**config.mk**
```make
export PLATFORM = sky130hd
export DESIGN_NAME = decrementer_seq
export DESIGN_NICKNAME = d
export VERILOG_FILES = /design/src/rtl/decrementer_seq.sv
export SDC_FILE = /design/constraint.sdc
export NUM_CORES = 1
export LEC_CHECK = 0
export ABC_CLOCK_PERIOD_IN_PS = 1700
export BUFFER_PORTS_ARGS = -buffer_cell sky130_fd_sc_hd__buf_2
export CORE_AREA = 2 2 39 41
export DETAILED_ROUTE_END_ITERATION = 6
export DIE_AREA = 0 0 41 43
export SKIP_CTS_REPAIR_TIMING = 1
export SYNTH_ARGS = -nofsm -noshare
export SYNTH_HDL_FRONTEND = slang
export SYNTH_SLANG_ARGS = --single-unit
```
**constraint.sdc**
```tcl
create_clock -name clk -period 1.7 [get_ports clk]
set_clock_uncertainty 0.05 [all_clocks]
set_input_delay 0.34 -clock clk [delete_from_list [all_inputs] [get_ports clk]]
set_output_delay 0.34 -clock clk [all_outputs]
set_load 0.05 [all_outputs]
```
**src/rtl/decrementer_seq.sv**
```systemverilog
// Loadable WIDTH-bit down-counter with run/stop control and a registered one-cycle done pulse.
// Optional free-running wrap mode with a borrow pulse is compiled in via DECREMENTER_WRAP_EN.
module decrementer_seq #(
  parameter int unsigned WIDTH = 4
) (
  input  logic             clk,
  input  logic             rst_n,
  input  logic             load,
  input  logic [WIDTH-1:0] load_val,
  input  logic             start,
  input  logic             stop,
  output logic [WIDTH-1:0] count,
  output logic             busy,
  output logic             done,
  output logic             borrow
);

`ifdef DECREMENTER_WRAP_EN
  localparam bit WrapEn = 1'b1;
`else
  localparam bit WrapEn = 1'b0;
`endif

  typedef enum logic [1:0] {StIdle, StRun, StDone} state_e;

  state_e           state_q;
  logic [WIDTH-1:0] count_q;
  logic             busy_q;
  logic             done_q;
  logic [WIDTH-1:0] count_dec;
  logic [WIDTH-1:0] start_val;

  assign count_dec = count_q - WIDTH'(1);
  // A simultaneous load makes the start decision on the value being loaded.
  assign start_val = load ? load_val : count_q;

  always_ff @(posedge clk or negedge rst_n) begin
    if (!rst_n) begin
      state_q <= StIdle;
      count_q <= '0;
      busy_q  <= 1'b0;
      done_q  <= 1'b0;
    end else begin
      busy_q <= 1'b0;
      done_q <= 1'b0;
      unique case (state_q)
        StIdle: begin
          if (load) count_q <= load_val;
          if (start) begin
            if (start_val != '0 || WrapEn) begin
              state_q <= StRun;
              busy_q  <= 1'b1;
            end else begin
              state_q <= StDone;
              done_q  <= 1'b1;
            end
          end
        end
        StRun: begin
          if (load) begin
            count_q <= load_val;
            if (load_val == '0 && !WrapEn) begin
              state_q <= StDone;
              done_q  <= 1'b1;
            end else begin
              busy_q <= 1'b1;
            end
          end else if (stop) begin
            state_q <= StIdle;
          end else begin
            count_q <= count_dec;
            if (count_q == WIDTH'(1) && !WrapEn) begin
              state_q <= StDone;
              done_q  <= 1'b1;
            end else begin
              busy_q <= 1'b1;
            end
          end
        end
        StDone: begin
          if (load) count_q <= load_val;
          state_q <= StIdle;
        end
        default: state_q <= StIdle;
      endcase
    end
  end

  assign count = count_q;
  assign busy  = busy_q;
  assign done  = done_q;

`ifdef DECREMENTER_WRAP_EN
  logic borrow_q;

  // Flags the cycle in which count holds all-ones right after stepping down from zero.
  always_ff @(posedge clk or negedge rst_n) begin
    if (!rst_n) begin
      borrow_q <= 1'b0;
    end else begin
      borrow_q <= (state_q == StRun) && !load && !stop && (count_q == '0);
    end
  end

  assign borrow = borrow_q;
`else
  assign borrow = 1'b0;
`endif

endmodule

```
# Word-level counts from Yosys, hierarchy flattened
# Cells that the tools add are included.
totals:
  input_bits: 9
  reg_bits: 8
  output_inout_bits: 7
classes:
  n_mux: 25
  n_addsub: 1
  n_eq_ne: 7
  reduce_logical: 7
ops:
  columns: ["cell", "n"]
  rows:
  - ["$mux W1", 12]
  - ["$mux W2", 6]
  - ["$mux W4", 3]
  - ["$pmux W4 S2", 1]
  - ["$ne A3 B3 Y1 const B", 2]
  - ["$eq A4 B1 Y1 const B", 1]
  - ["$logic_not A4 Y1", 1]
  - ["$ne A4 B4 Y1 const B", 1]
  - ["$pmux W1 S2", 2]
  - ["$pmux W2 S2", 1]
  - ["$reduce_bool A4 Y1", 1]
  - ["$sub A4 B1 Y4 const B", 1]
  - ["$reduce_and A3 Y1", 1]
  - ["$eq A2 B1 Y1 const B", 1]
  - ["$eq A2 B2 Y1 const B", 1]
  - ["$logic_not A2 Y1", 1]
  - ["$ne A2 B2 Y1 const B", 1]
  - ["$reduce_and A2 Y1", 1]
  - ["$reduce_bool A2 Y1", 1]
  - ["$reduce_or A2 Y1", 1]

# Logic depth before layout (Yosys ltp)
logic_depth:
  word_depth: 5
  ltp_mapped: 5
  depth_no_buf: 5

# Worst setup path before layout
# Ideal clock, no wire load.
synth_path:
  path_type: "register -> register"
  from: "reg count_q[0], in the netlist count[0]"
  to: "reg count_q[2], in the netlist count[2]"
  t_arrival_ns: 1.482
  n_path_buf: 0
  required_time_ns: 1.546
  stages_incl_launch_ff: 6
  path_slack_ns: 0.065
  path_cell_list: "dfrtp_1 > inv_1 > ha_1 > nand3b_1 > mux2i_1 > a221oi_1"
synth_via:
  elab_chain_cells: 4
synth_rtl:
  columns: ["element", "line", "rtl"]
  rows:
  - ["start, declared", "27", "logic [WIDTH-1:0] count_q;"]
  - ["start signal, assigned", "48", "if (load) count_q <= load_val;"]
  - ["start signal, assigned", "61", "count_q <= load_val;"]
  - ["start signal, assigned", "71", "count_q <= count_dec;"]
  - ["$sub A4 B1 Y4", "33", "assign count_dec = count_q - WIDTH'(1);"]
  - ["$mux W4", "68", "end else if (stop) begin"]
  - ["$mux W4", "60", "if (load) begin"]
  - ["$pmux W4 S2", "46", "unique case (state_q)"]
# No other way between the ends. The select of a mux whose other input is x is not followed.
# A chain may end at the register's enable or synchronous reset.

# Final worst setup path
layout_path:
  from: "reg count_q[1], in the netlist count[1]"
  to: "reg done_q, in the netlist done"
layout_via:
  elab_chain_cells: 5
  elab_cells_between_ends: 9
  cone_classes: "eq/ne (1); mux (7); reduce/logical (1)"
layout_rtl:
  columns: ["element", "line", "rtl"]
  rows:
  - ["$eq A4 B1 Y1 or $mux W4 (tied branches)", null, null]
  - ["$mux W1 or $reduce_bool A4 Y1 (tied branches)", "72, 50", null]
  - ["$mux W1 (on tied branches)", "68, 50", null]
  - ["$mux W1 (on tied branches)", "60, 49", null]
  - ["$pmux W1 S2 (*)", "46", null]
  - ["end signal, assigned", "45", "done_q <= 1'b0;"]
  - ["end signal, assigned", "64", "done_q <= 1'b1;"]
  - ["end signal, assigned", "74", "done_q <= 1'b1;"]
  - ["end, declared", "29", "logic done_q;"]
# Every way passes the cells marked *; elsewhere a longest branch is shown, timed or not.

==> impl_metrics.env <==
export IMPL_crit_path_top_delay_cell="sky130_fd_sc_hd__dfrtp_1"
export IMPL_globalRouteTotalUtil=0.1492
export IMPL_routed_wl_um=1175
export IMPL_first_pass_grt_wire_length_um=1773
export IMPL_number_of_design_rule_violations_left_by_the_first_detailed_router_iteration=7
export IMPL_gp_congestion=0.8102
export IMPL_cts_inserted_buffers=3
export IMPL_detailroute_via_count=482
export IMPL_design_core_area_um2=1384
export IMPL_first_global_vias=432
export IMPL_crit_path_start_kind="flop"
export IMPL_worst_hold_margin_ps=334.7
export IMPL_peakVddDrop_mv=0.4433
export IMPL_clock_tree_buffer_depth=2
export IMPL_num_nets_final=87
export IMPL_worstSetupPathType="reg -> reg"
export IMPL_fin_crit_ps=1410
export IMPL_synth_seq_cells=8
export IMPL_die_h_um=43
export IMPL_syn_mean_instance_area_um2=8.953
export IMPL_max_freq_ghz=0.7093
export IMPL_cp_num_buf_inv=1
export IMPL_flow_area_growth_from_synthesis_pct=20.48
export IMPL_post_route_drc_count=0
export IMPL_layout_worst_path_cycle_share=0.8293
export IMPL_synthFlopType="sky130_fd_sc_hd__dfrtp_1"
export IMPL_total_leakage_power_nw=0.3021
export IMPL_rrSetupSlack_ps=290
export IMPL_maxCapViolations=0
export IMPL_clk_pin_slew_worst_paths_ps=50
export IMPL_critical_path_max_stage_delay_ps=440
export IMPL_remaining_antenna_violation_count_after_routing=0
export IMPL_tritoncts="built"
export IMPL_initial_util=0.3752
export IMPL_synth_fp_nets=69
export IMPL_fin_setup_tns_ps=0
export IMPL_synthArstFlopShare=1.000
export IMPL_layout_setup_ws_ps=290.1
export IMPL_placedInstanceArea_um2=593.1
export IMPL_total_power_mw=1.082
export IMPL_number_of_antenna_violations_at_the_first_check_in_global_routing=0
export IMPL_grt_max_degree=11
export IMPL_synth_sequential_area_ratio=0.3855
export IMPL_numClockSinks=8
export IMPL_htreeDepth=1
export IMPL_netlist_instances=58
export IMPL_fp_dieArea_um2=1763
export IMPL_number_of_i_o_port_buffers=14
export IMPL_multiInputGateArea_um2=284.0
export IMPL_worst_endpoint_arrival_ps=1530
export IMPL_num_rows=14
export IMPL_via_per_inst=5.356
export IMPL_worst_setup_path_end_kind="flop"
export IMPL_final_layout_size_suffix_gt1_frac=0.3108
export IMPL_final_fill_count=157
export IMPL_synth_top_cell_area_share=0.3855
export IMPL_routed_length_per_placed_instance_um=13.06
export IMPL_power_per_cell_area_nw_per_um2=1730
export IMPL_synth_top_cells_by_area="sky130_fd_sc_hd__dfrtp_1 (39%), sky130_fd_sc_hd__nor2_1 (5.8%), sky130_fd_sc_hd__ha_1 (4.8%)"
export IMPL_synth_edf_count=0
export IMPL_mappedNetlistArea_um2=519.2
export IMPL_worst_path_max_fanout=6
export IMPL_grt_setup_unrepaired="no"
export IMPL_critical_path_required_ps=1820
export IMPL_final_setup_viol_count=0
export IMPL_die_x_um=41
export IMPL_hold_viol_final=0
export IMPL_insertion_delay_ps=240
export IMPL_cpLargestDelayFamily="simple AND/OR/NAND/NOR gates"
export IMPL_critical_path_cell_chain="inv_1 -> ha_1 -> nand2_1 -> or4_4 -> nand3_1"
export IMPL_finish_instance_area_um2=625.6
export IMPL_diodes=0
export IMPL_ioPinCount=16
export IMPL_post_synth_top_area_cell="sky130_fd_sc_hd__dfrtp_1"
export IMPL_globalRoute_totalOverflow=0
export IMPL_detailed_place_hpwl_um=963.4
export IMPL_outcome="finished, final reports clean"
export IMPL_synth_cell_types=31
export IMPL_setup_slack_placement_ps=280.5
export IMPL_hold_path_class="in -> reg"
export IMPL_area_sequential_um2=200.2
export IMPL_yosysWarnings=0
export IMPL_firstDrtPassIters=4
export IMPL_clockRootBuffer="sky130_fd_sc_hd__clkbuf_4"
export IMPL_drv_slew=0
==> cell usage after synthesis (2+ instances only) <==
cell and count:
sky130_fd_sc_hd__a21oi_1 2, sky130_fd_sc_hd__a31oi_1 2, sky130_fd_sc_hd__dfrtp_1 8, sky130_fd_sc_hd__ha_1 2
sky130_fd_sc_hd__inv_1 3, sky130_fd_sc_hd__nand2_1 4, sky130_fd_sc_hd__nand3_1 3, sky130_fd_sc_hd__nor2_1 8
sky130_fd_sc_hd__o21ai_0 3, sky130_fd_sc_hd__o22ai_1 2
==> logic make-up after synthesis <==
kind of cell | Yosys count | synth area share
fa+ha+maj | 2 | 0.04819
other cells | 1 | 0.007222
buf+inv | 6 | 0.06746
simple gates | 25 | 0.2795
flops | 8 | 0.3855
mux | 1 | 0.01928
compound gates | 15 | 0.1928
==> path summary, 6_finish.rpt <==
check | from | endpoint | cells past startpoint
max | count[1] | done | 5
min | load_val[3] | busy | 3
max reg2reg | count[1] | done | 5
min reg2reg | count[3] | count[3] | 2
max in group asynchronous | rst_n | count[0] | 2
min in group asynchronous | rst_n | done | 2
==> cell type report <==
class	count	area share
sequential	8	0.3200
multi-input combinational	44	0.4540
tap	16	0.03200
inverter	3	0.01800
timing repair buffer	16	0.1400
clock buffer	3	0.03600
==> worst register-to-register path: cells and delay by family, from the launching register on <==
kind                       cells  cell delay, ps
and+or+nand+nor                3             590
DFF                            1             440
buffers and inverters          1             120
adders and majority gates      1             140
==> registers in the layout, indices dropped and copies added, names as in the netlist <==
register	cells
done	1
state_q	2
busy	1
count	4
==> per-stage QoR <==
step | instances | utilization
2_1_floorplan | 58 | -
3_3_place_gp | 86 | 0.4286
3_5_place_dp | 86 | 0.4286
4_1_cts | 89 | 0.4448
5_1_grt | 90 | 0.4521
6_report | 90 | 0.4521
==> layout by cell type, fill, tap and decap left out <==
master                           n
sky130_fd_sc_hd__buf_2          14
sky130_fd_sc_hd__nor2_1          8
sky130_fd_sc_hd__dfrtp_1         8
sky130_fd_sc_hd__nand2_1         4
sky130_fd_sc_hd__inv_1           3
sky130_fd_sc_hd__o21ai_0         3
sky130_fd_sc_hd__nand3_1         3
sky130_fd_sc_hd__clkbuf_4        3
sky130_fd_sc_hd__a31oi_1         2
sky130_fd_sc_hd__o22ai_1         2
sky130_fd_sc_hd__a21oi_1         2
sky130_fd_sc_hd__ha_1            2
sky130_fd_sc_hd__nor2b_1         1
sky130_fd_sc_hd__nor4b_2         1
sky130_fd_sc_hd__and2b_4         1
sky130_fd_sc_hd__nand2b_1        1
sky130_fd_sc_hd__nor3_2          1
sky130_fd_sc_hd__nor3b_1         1
sky130_fd_sc_hd__nor3_1          1
sky130_fd_sc_hd__a32oi_1         1
sky130_fd_sc_hd__or4_4           1
sky130_fd_sc_hd__nand3b_1        1
sky130_fd_sc_hd__nand2_2         1
sky130_fd_sc_hd__mux2i_1         1
sky130_fd_sc_hd__a21o_1          1
sky130_fd_sc_hd__a211oi_1        1
sky130_fd_sc_hd__a221oi_1        1
sky130_fd_sc_hd__o41ai_1         1
sky130_fd_sc_hd__a22o_1          1
sky130_fd_sc_hd__conb_1          1
sky130_fd_sc_hd__dlygate4sd3_1   1
sky130_fd_sc_hd__buf_4           1
==> per-layer routing <==
metal  vias up  part of all wire  global-route usage
met5         -                 0                   0
met4         0             0.019             0.08000
met3         2             0.035             0.01571
met2        14              0.49              0.2406
met1       227              0.46              0.1824
li1        239                 -                   -
==> where the power goes <==
group	internal (mW)	leakage [nW]	switching, mW
Combinational	0.180	0.191	0.390
Sequential	0.261	0.0969	0.115
Clock	0.0802	0.0138	0.0561
Total	0.521	0.302	0.561
No activity file was read; power rests on OpenSTA's default activity.
